## config.mk

```make
export PLATFORM = sky130hd
export DESIGN_NAME = tcb_gpio_irq_flat
export DESIGN_NICKNAME = d
export VERILOG_FILES = /design/src/rtl/tcb_gpio_pkg.sv /design/src/rtl/tcb_if.sv /design/src/rtl/tcb_gpio_cdc.sv /design/src/rtl/tcb_gpio_irq.sv /design/src/flat_wrapper.sv
export SDC_FILE = /design/constraint.sdc
export NUM_CORES = 1
export LEC_CHECK = 0
export BUFFER_PORTS_ARGS = -buffer_cell sky130_fd_sc_hd__buf_2
export CAP_MARGIN = 15
export CORE_MARGIN = 4
export CORE_UTILIZATION = 45
export CTS_CLUSTER_DIAMETER = 50
export DETAILED_ROUTE_END_ITERATION = 6
export GPL_TIMING_DRIVEN = 0
export PLACE_DENSITY = 0.65
export SYNTH_ARGS = -nofsm -noshare
export SYNTH_HDL_FRONTEND = slang
export SYNTH_SLANG_ARGS = --single-unit
export TNS_END_PERCENT = 5
```

## constraint.sdc

```tcl
create_clock -name clk -period 4.2 [get_ports clk]
set_input_delay 1.26 -clock clk [delete_from_list [all_inputs] [get_ports clk]]
set_output_delay 1.26 -clock clk [all_outputs]
set_load 0.01 [all_outputs]
```

## src/rtl/tcb_gpio_pkg.sv

```systemverilog
// rtl/tcb_gpio_pkg.sv - register map and synchronizer limits for the TCB GPIO block
package tcb_gpio_pkg;

  // Register index as decoded from adr[5:2]
  typedef enum logic [3:0] {
    REG_OUT      = 4'd0,
    REG_OE       = 4'd1,
    REG_IN       = 4'd2,
    REG_OUT_SET  = 4'd3,
    REG_OUT_CLR  = 4'd4,
    REG_IRQ_EN   = 4'd5,
    REG_IRQ_RISE = 4'd6,
    REG_IRQ_FALL = 4'd7,
    REG_IRQ_STA  = 4'd8
  } reg_e;

  localparam int CDC_MIN = 0;
  localparam int CDC_MAX = 4;

  function automatic logic reg_mapped(input logic [3:0] idx);
    return idx <= 4'(REG_IRQ_STA);
  endfunction

endpackage

```

## src/rtl/tcb_if.sv

```systemverilog
// rtl/tcb_if.sv - TCB bus interface with manager/subordinate modports
interface tcb_if #(
  parameter int AW  = 32,
  parameter int DW  = 32,
  parameter int DLY = 1
) ();

  logic            vld;
  logic            wen;
  logic [AW-1:0]   adr;
  logic [DW/8-1:0] ben;
  logic [DW-1:0]   wdt;
  logic [DW-1:0]   rdt;
  logic            rdy;
  logic            err;

  modport man (output vld, wen, adr, ben, wdt, input rdt, rdy, err);
  modport sub (input vld, wen, adr, ben, wdt, output rdt, rdy, err);

endinterface

```

## src/rtl/tcb_gpio_cdc.sv

```systemverilog
// rtl/tcb_gpio_cdc.sv - multi-flop input synchronizer, depth 0 is a straight wire
module tcb_gpio_cdc #(
  parameter int GW      = 32,
  parameter int CFG_CDC = 2
) (
  input  logic          clk,
  input  logic          rst,
  input  logic [GW-1:0] d_i,
  output logic [GW-1:0] q_o
);

  if (CFG_CDC == 0) begin : g_bypass
    assign q_o = d_i;
  end else begin : g_sync
    logic [CFG_CDC-1:0][GW-1:0] sync_q;

    always_ff @(posedge clk or negedge rst) begin
      if (!rst) begin
        sync_q <= '0;
      end else begin
        sync_q[0] <= d_i;
        for (int i = 1; i < CFG_CDC; i++) sync_q[i] <= sync_q[i-1];
      end
    end

    assign q_o = sync_q[CFG_CDC-1];
  end

endmodule

```

## src/rtl/tcb_gpio_irq.sv

```systemverilog
// rtl/tcb_gpio_irq.sv - GPIO register block with edge-triggered interrupt status on a TCB subordinate port
module tcb_gpio_irq
  import tcb_gpio_pkg::*;
#(
  parameter int GW      = 32,
  parameter int CFG_CDC = 2,
  parameter int DLY     = 1
) (
  input  logic          clk,
  input  logic          rst,
  output logic [GW-1:0] gpio_o,
  output logic [GW-1:0] gpio_e,
  input  logic [GW-1:0] gpio_i,
  output logic          irq,
  tcb_if.sub            bus
);

  localparam int DW = bus.DW;

  if (GW < 1 || GW > DW) begin : g_bad_gw
    $error("tcb_gpio_irq: GW out of range 1..DW");
  end
  if (CFG_CDC < CDC_MIN || CFG_CDC > CDC_MAX) begin : g_bad_cdc
    $error("tcb_gpio_irq: CFG_CDC out of range");
  end
  if (DLY != bus.DLY || DLY != 1) begin : g_bad_dly
    $error("tcb_gpio_irq: DLY must be 1 and match bus.DLY");
  end

  logic [GW-1:0] out_q, out_d, oe_q, oe_d;
  logic [GW-1:0] ien_q, ien_d, irise_q, irise_d, ifall_q, ifall_d;
  logic [GW-1:0] sta_q, sta_d, prev_q, sync;
  logic [DW-1:0] rdt_q, rdt_d, rd, bmask;
  logic          irq_q, irq_d;

  tcb_gpio_cdc #(.GW(GW), .CFG_CDC(CFG_CDC)) u_cdc (
    .clk (clk),
    .rst (rst),
    .d_i (gpio_i),
    .q_o (sync)
  );

  for (genvar b = 0; b < DW/8; b++) begin : g_ben
    assign bmask[8*b +: 8] = {8{bus.ben[b]}};
  end

  logic          xfer, wr, mapped, unused;
  logic [GW-1:0] m, wd, ev, sta_clr;
  reg_e          idx;

  assign idx    = reg_e'(bus.adr[5:2]);
  assign mapped = reg_mapped(bus.adr[5:2]);
  assign xfer   = bus.vld & bus.rdy;
  assign wr     = xfer & bus.wen;
  assign m      = bmask[GW-1:0];
  assign wd     = bus.wdt[GW-1:0] & m;
  assign unused = ^{bus.adr, bus.wdt, bmask};

  assign bus.rdy = 1'b1;
  assign bus.err = bus.vld & ~mapped;
  assign bus.rdt = rdt_q;
  assign gpio_o  = out_q;
  assign gpio_e  = oe_q;
  assign irq     = irq_q;

  // Events use the synchronized value against its one-cycle-old copy
  assign ev = ((sync & ~prev_q) & irise_q) | ((~sync & prev_q) & ifall_q);

  always_comb begin
    out_d   = out_q;
    oe_d    = oe_q;
    ien_d   = ien_q;
    irise_d = irise_q;
    ifall_d = ifall_q;
    sta_clr = '0;
    if (wr) begin
      case (idx)
        REG_OUT:      out_d   = (out_q & ~m) | wd;
        REG_OE:       oe_d    = (oe_q & ~m) | wd;
        REG_OUT_SET:  out_d   = out_q | wd;
        REG_OUT_CLR:  out_d   = out_q & ~wd;
        REG_IRQ_EN:   ien_d   = (ien_q & ~m) | wd;
        REG_IRQ_RISE: irise_d = (irise_q & ~m) | wd;
        REG_IRQ_FALL: ifall_d = (ifall_q & ~m) | wd;
        REG_IRQ_STA:  sta_clr = wd;
        default:      ;
      endcase
    end
    // A fresh event outranks a simultaneous clear
    sta_d = (sta_q & ~sta_clr) | ev;
    irq_d = |(sta_q & ien_q);

    rd = '0;
    case (idx)
      REG_OUT:      rd = DW'(out_q);
      REG_OE:       rd = DW'(oe_q);
      REG_IN:       rd = DW'(sync);
      REG_IRQ_EN:   rd = DW'(ien_q);
      REG_IRQ_RISE: rd = DW'(irise_q);
      REG_IRQ_FALL: rd = DW'(ifall_q);
      REG_IRQ_STA:  rd = DW'(sta_q);
      default:      rd = '0;
    endcase
    rdt_d = (xfer && !bus.wen) ? rd : rdt_q;
  end

  always_ff @(posedge clk or negedge rst) begin
    if (!rst) begin
      out_q   <= '0;
      oe_q    <= '0;
      ien_q   <= '0;
      irise_q <= '0;
      ifall_q <= '0;
      sta_q   <= '0;
      prev_q  <= '0;
      rdt_q   <= '0;
      irq_q   <= 1'b0;
    end else begin
      out_q   <= out_d;
      oe_q    <= oe_d;
      ien_q   <= ien_d;
      irise_q <= irise_d;
      ifall_q <= ifall_d;
      sta_q   <= sta_d;
      prev_q  <= sync;
      rdt_q   <= rdt_d;
      irq_q   <= irq_d;
    end
  end

endmodule

```

## src/flat_wrapper.sv

```systemverilog
// flat-port wrapper written by rule: the top's interface ports become plain ports
module tcb_gpio_irq_flat import tcb_gpio_pkg::*;
#(
  parameter int GW      = 32,
  parameter int CFG_CDC = 2,
  parameter int DLY     = 1
)
  (clk, rst, gpio_o, gpio_e, gpio_i, irq, bus_vld, bus_wen, bus_adr, bus_ben, bus_wdt, bus_rdt, bus_rdy, bus_err);
  tcb_if #(.AW(32), .DW(32), .DLY(DLY)) bus_i ();
  input  logic clk;
  input  logic rst;
  output logic [GW-1:0] gpio_o;
  output logic [GW-1:0] gpio_e;
  input  logic [GW-1:0] gpio_i;
  output logic irq;
  input wire logic [$bits(bus_i.vld)-1:0] bus_vld;
  input wire logic [$bits(bus_i.wen)-1:0] bus_wen;
  input wire logic [$bits(bus_i.adr)-1:0] bus_adr;
  input wire logic [$bits(bus_i.ben)-1:0] bus_ben;
  input wire logic [$bits(bus_i.wdt)-1:0] bus_wdt;
  output wire logic [$bits(bus_i.rdt)-1:0] bus_rdt;
  output wire logic [$bits(bus_i.rdy)-1:0] bus_rdy;
  output wire logic [$bits(bus_i.err)-1:0] bus_err;
  assign bus_i.vld = bus_vld;
  assign bus_i.wen = bus_wen;
  assign bus_i.adr = bus_adr;
  assign bus_i.ben = bus_ben;
  assign bus_i.wdt = bus_wdt;
  assign bus_rdt = bus_i.rdt;
  assign bus_rdy = bus_i.rdy;
  assign bus_err = bus_i.err;
  tcb_gpio_irq #(.GW(GW), .CFG_CDC(CFG_CDC), .DLY(DLY)) u_core (.clk(clk), .rst(rst), .gpio_o(gpio_o), .gpio_e(gpio_e), .gpio_i(gpio_i), .irq(irq), .bus(bus_i));
endmodule
```

# Yosys cells after proc, flatten, opt, wreduce, memory -nomap -nowiden

Index checks and enable logic that the tools add are counted.

Word-level logic and storage cells: 63
Output and inout bits: 99
Bits in registers: 321
Input port bits: 104

Muxes and demuxes: 4
Bitwise gates (word level): 29
Reductions and logical operators: 10
Equal/unequal tests: 8
Order comparisons: 1

Operators with widths:

| kind                 | count |
|---|---|
| $and A32 B32 Y32     | 13 |
| $or A32 B32 Y32      | 8 |
| $pmux W32 S7         | 1 |
| $not A32 Y32         | 5 |
| $pmux W32 S3         | 1 |
| $mux W32             | 2 |
| $reduce_or A32 Y1    | 1 |
| $eq A4 B3 Y1 const B | 4 |
| $reduce_and A2 Y1    | 5 |
| $eq A4 B2 Y1 const B | 2 |
| $eq A4 B1 Y1 const B | 1 |
| $eq A4 B4 Y1 const B | 1 |
| $le A4 B4 Y1 const B | 1 |
| $logic_not A4 Y1     | 1 |
| $reduce_bool A3 Y1   | 1 |
| $and A1 B1 Y1        | 2 |
| $logic_and A1 B1 Y1  | 1 |
| $logic_not A1 Y1     | 1 |
| $not A1 Y1           | 1 |

# Logic depth before layout (Yosys ltp)

Depth after elaboration: 6
Mapped depth: 7
Mapped depth without buffers: 4

# Modules after synthesis

From an unflattened synthesis, not the netlist that was laid out.

Cell total of the unflattened synthesis: 1054
Area, all modules: 13699.4 sq um

Modules (own cells, without submodules):

| module       | cells each | area each (sq um) | sequential area each (sq um) | times used |
|---|---|---|---|---|
| tcb_gpio_irq | 958        | 11857.6           | 6431.2                       | 1 |
| tcb_gpio_cdc | 96         | 1841.8            | 1601.5                       | 1 |

# Least setup slack after synthesis

Ideal clock, no wire load.

Path kind: input to output
From: input bus_adr[4]
To: output bus_err
Stages: 4
Slack: 782 ps
Required time: 2940 ps
Buffers on the path: 2
Arrival: 2158 ps
Cells stage by stage: buf_2 -> nor4b_4 -> buf_4 -> nor2_1

Cells in the longest elaborated chain, start to end: 3

Ends and longest elaborated chain:

| what          | RTL line           | RTL |
|---|---|---|
| from (decl)   | flat_wrapper.sv:18 | `input wire logic [$bits(bus_i.adr)-1:0] bus_adr;` |
| $le A4 B4 Y1  | tcb_gpio_pkg.sv:21 | `return idx <= 4'(REG_IRQ_STA);` |
| $not A1 Y1    | tcb_gpio_irq.sv:60 | `assign bus.err = bus.vld & ~mapped;` |
| $and A1 B1 Y1 | tcb_gpio_irq.sv:60 |  |
| to (decl)     | flat_wrapper.sv:23 | `output wire logic [$bits(bus_i.err)-1:0] bus_err;` |

No other way between the ends.

# Final worst setup path

Ends and elaborated chain as after synthesis.

==> flow_summary_export.csv <==
group,metric,value,unit
critical_path,required,2.94,ns
timing,slew_headroom,0.2236,
power_and_ir_drop,comb_power_share,0.133,
global_route,grt_pass1_wl,61070,um
global_route,grt_use_total,0.2396,
clock_tree,tritoncts,"done",
synthesis,netlist.area_leader.share,0.5994,
synthesis,syn-cell-area,0.01340,mm^2
worst_hold_path,holdPathEnd,"u_core.u_cdc.q_o[9]",
timing,setup_viol,0,
critical_path,cp_max_fo,10,
timing,fmax,263.5,MHz
global_route,grt_pass1_vias,10099,
synthesis,ys_ff_latch,321,
placed_design,dp_hpwl,26790,um
timing,maxSlewViolCount,0,
drt,dr.pass1.iters,5,
die,die_area,0.03260,mm^2
synthesis,synth_commonest_cells,"dfrtp_1 (321), mux2_2 (149), a22oi_1 (93)",
finish,drive_gt1_frac,0.3307,
critical_path,r2r_slack,2.47,ns
critical_path,startpoint_type,"input pin",
critical_path,reg2reg_depth,3,
placed_design,place.gp.congestion,0.8561,
timing,period_minus_slack,3.795,ns
critical_path,r2r_end,"u_core.irq",
synthesis,synthTopCellsByArea,"dfrtp_1 (60%), mux2_2 (13%), a22oi_1 (5.2%)",
global_route,antenna_found_initial,1,
drt,post_drt_wl_per_cell,23.82,um
power_and_ir_drop,p_int,0.006059,W
timing,tightest_slew,1.162,ns
drt,initialDrtViolationCount,750,
worst_hold_path,hp-class,"reg -> reg",
synthesis,yosysWarnings,0,
power_and_ir_drop,switchingPower,0.002188,W
power_and_ir_drop,powerDensity,510.6,mW/mm^2
power_and_ir_drop,p_clk_frac,0.406,
clock_tree,cts_root_buffer,"clkbuf_16",
synthesis,netlist-cell-type-count,43,
global_route,overflow,0,
clock_tree,htreeDepth,2,
outcome,status,"finished clean",
clock_tree,clk_pin_slew,0.06,ns
power_and_ir_drop,irDropWorstVdd,0.3581,mV
synthesis,syn_area_per_cell,13.02,um^2
timing,timing.hold.ws,0.3416,ns
power_and_ir_drop,total_power,0.008247,W
timing,rsz0062_at_grt,"false",
clock_tree,cts_made_buffers,38,
synthesis,synth_edf_count,0,
clock_tree,cts.sinks,321,
finish,fill_cells,2446,
power_and_ir_drop,power_frac_seq,0.462,
worst_hold_path,hold_start,"u_core.u_cdc.g_sync.sync_q[9]",
die,rows,62,
timing,finalCritPeriodShare,0.9036,
die,start_util,0.4619,
synthesis,synth_cells,1029,
die,core_area,0.02901,mm^2
clock_tree,holdBufCountCts,0,
critical_path,cp-end-kind,"primary output",
synthesis,synthArstFlopShare,1.000,
critical_path,critPathLaunch,"bus_adr[4]",
finish,final_cells,1661,
power_and_ir_drop,leakagePower,7.430,nW
synthesis,yosysMostFrequentCell,"dfrtp_1",
critical_path,worstReg2RegStart,"u_core.sta_q[14]",
placed_design,port_buffers,172,
placed_design,dp_cells,1588,
job,cap_violations,0,
worst_hold_path,whs_path_depth,0,
finish,nets,1351,
power_and_ir_drop,p_sw_frac,0.2653,
drt,drc,0,
die,pin_count,203,
timing,clock_skew,0.01045,ns
clock_tree,clock_latency,0.52,ns
global_route,grt_max_degree,104,
synthesis,synth_flop_cell,"dfrtp_1",
drt,ant_nets,0,
drt,vias_per_cell,5.924,
clock_tree,cts_max_path_buffers,3,
die,dieHeight,180.6,um
critical_path,critical_path_class,"in -> out",
clock_tree,post_cts_resized,0,
drt,route.vias.total,9840,
synthesis,syn-num-nets,1133,
synthesis,yosys.area.top_type,"dfrtp_1",
drt,finalWirelength,39560,um
die,chipWidth,180.6,um
synthesis,seq_area_frac_synth,0.5994,
timing,hold_viol_final,0,
clock_tree,post_cts_buffers,0,
finish,areaGrowthSynthToFinish,20.53,%
critical_path,arrival,2.54,ns
## critical path, stage by stage
cell	delay, ns
buf_2	0.17
buf_2	0.21
nor4b_4	0.26
buf_4	0.18
buf_4	0.23
nor2_1	0.08
buf_2	0.14
## worst max path at each step
stage	to	slack [ns]	cells past startpoint
finish	bus_err	0.40	7
global route	bus_err	0.36	7
CTS	bus_err	0.08	6
detailed placement	bus_err	0.08	6
global placement	asynchronous set/reset pin	-4.33	1
floorplan	bus_err	0.78	4
## cell usage in the layout, fill, tap and decap left out, types with 29 or more instances in the layout
cell type,n
o211ai_1,32
nand2_1,56
clkbuf_16,41
inv_1,33
o21ai_0,29
nand3b_1,34
a22oi_1,93
dfrtp_1,321
and3_1,40
nor2b_1,33
a221o_1,32
clkbuf_1,37
mux2_2,149
buf_2,193
## metrics by stage
step | setup WS, ns | instance area, um^2 | setup TNS [ns] | util
after floorplan | 0.7818 | 13400 | 0 | -
after global placement | -4.326 | 14740 | -1381.11 | 0.5081
after detailed placement | 0.08238 | 14830 | 0 | 0.5113
after CTS | 0.07510 | 16130 | 0 | 0.5558
after global routing | 0.3617 | 16150 | 0 | 0.5567
final | 0.4048 | 16150 | 0 | 0.5567
## routing by layer
layer  up-vias  track usage  routed length [um]  part of all wire
met5         -            0                   0                 0
met4         0      0.08711                1286             0.033
met3        88      0.05995                3049             0.077
met2       376       0.3713               18130              0.46
met1      5055       0.3299               17100              0.43
li1       4321            -                   -                 -
## power by group through the flow
stage / clock [W] / combinational [W] / sequential [W]
after CTS: 0.00340 / 0.00110 / 0.00380
after global placement: 0 / 0.00106 / 0.00384
final: 0.00335 / 0.00109 / 0.00381
after detailed placement: 0 / 0.00110 / 0.00385
after floorplan: 0 / 0.000548 / 0.00382
after global routing: 0.00353 / 0.00120 / 0.00385
## layout make-up
class	count	area [um^2]	share of cell area
timing repair buffer	178	975.9	0.06042
inverter	33	123.9	0.007669
tap	384	480.5	0.02975
sequential	321	8033	0.4973
multi-input combinational	620	4995	0.3092
clock buffer	60	1177	0.07290
clock inverter	9	115.1	0.007127
antenna	1	2.502	0.0001549
buffer	55	249.0	0.01542
## kinds of logic (layout without fill, tap and decap cells)
logic type             Yosys count  in the layout  share of synthesized area
flip-flops                     321            321                     0.5994
AND/OR/NAND/NOR                215            215                    0.09580
other                            1              2                  0.0002798
AO/OA/AOI/OAI                  242            242                     0.1416
buffers and inverters           88            335                    0.02782
multiplexers                   162            162                     0.1351
Note: power is estimated with default switching activity, not from simulation.
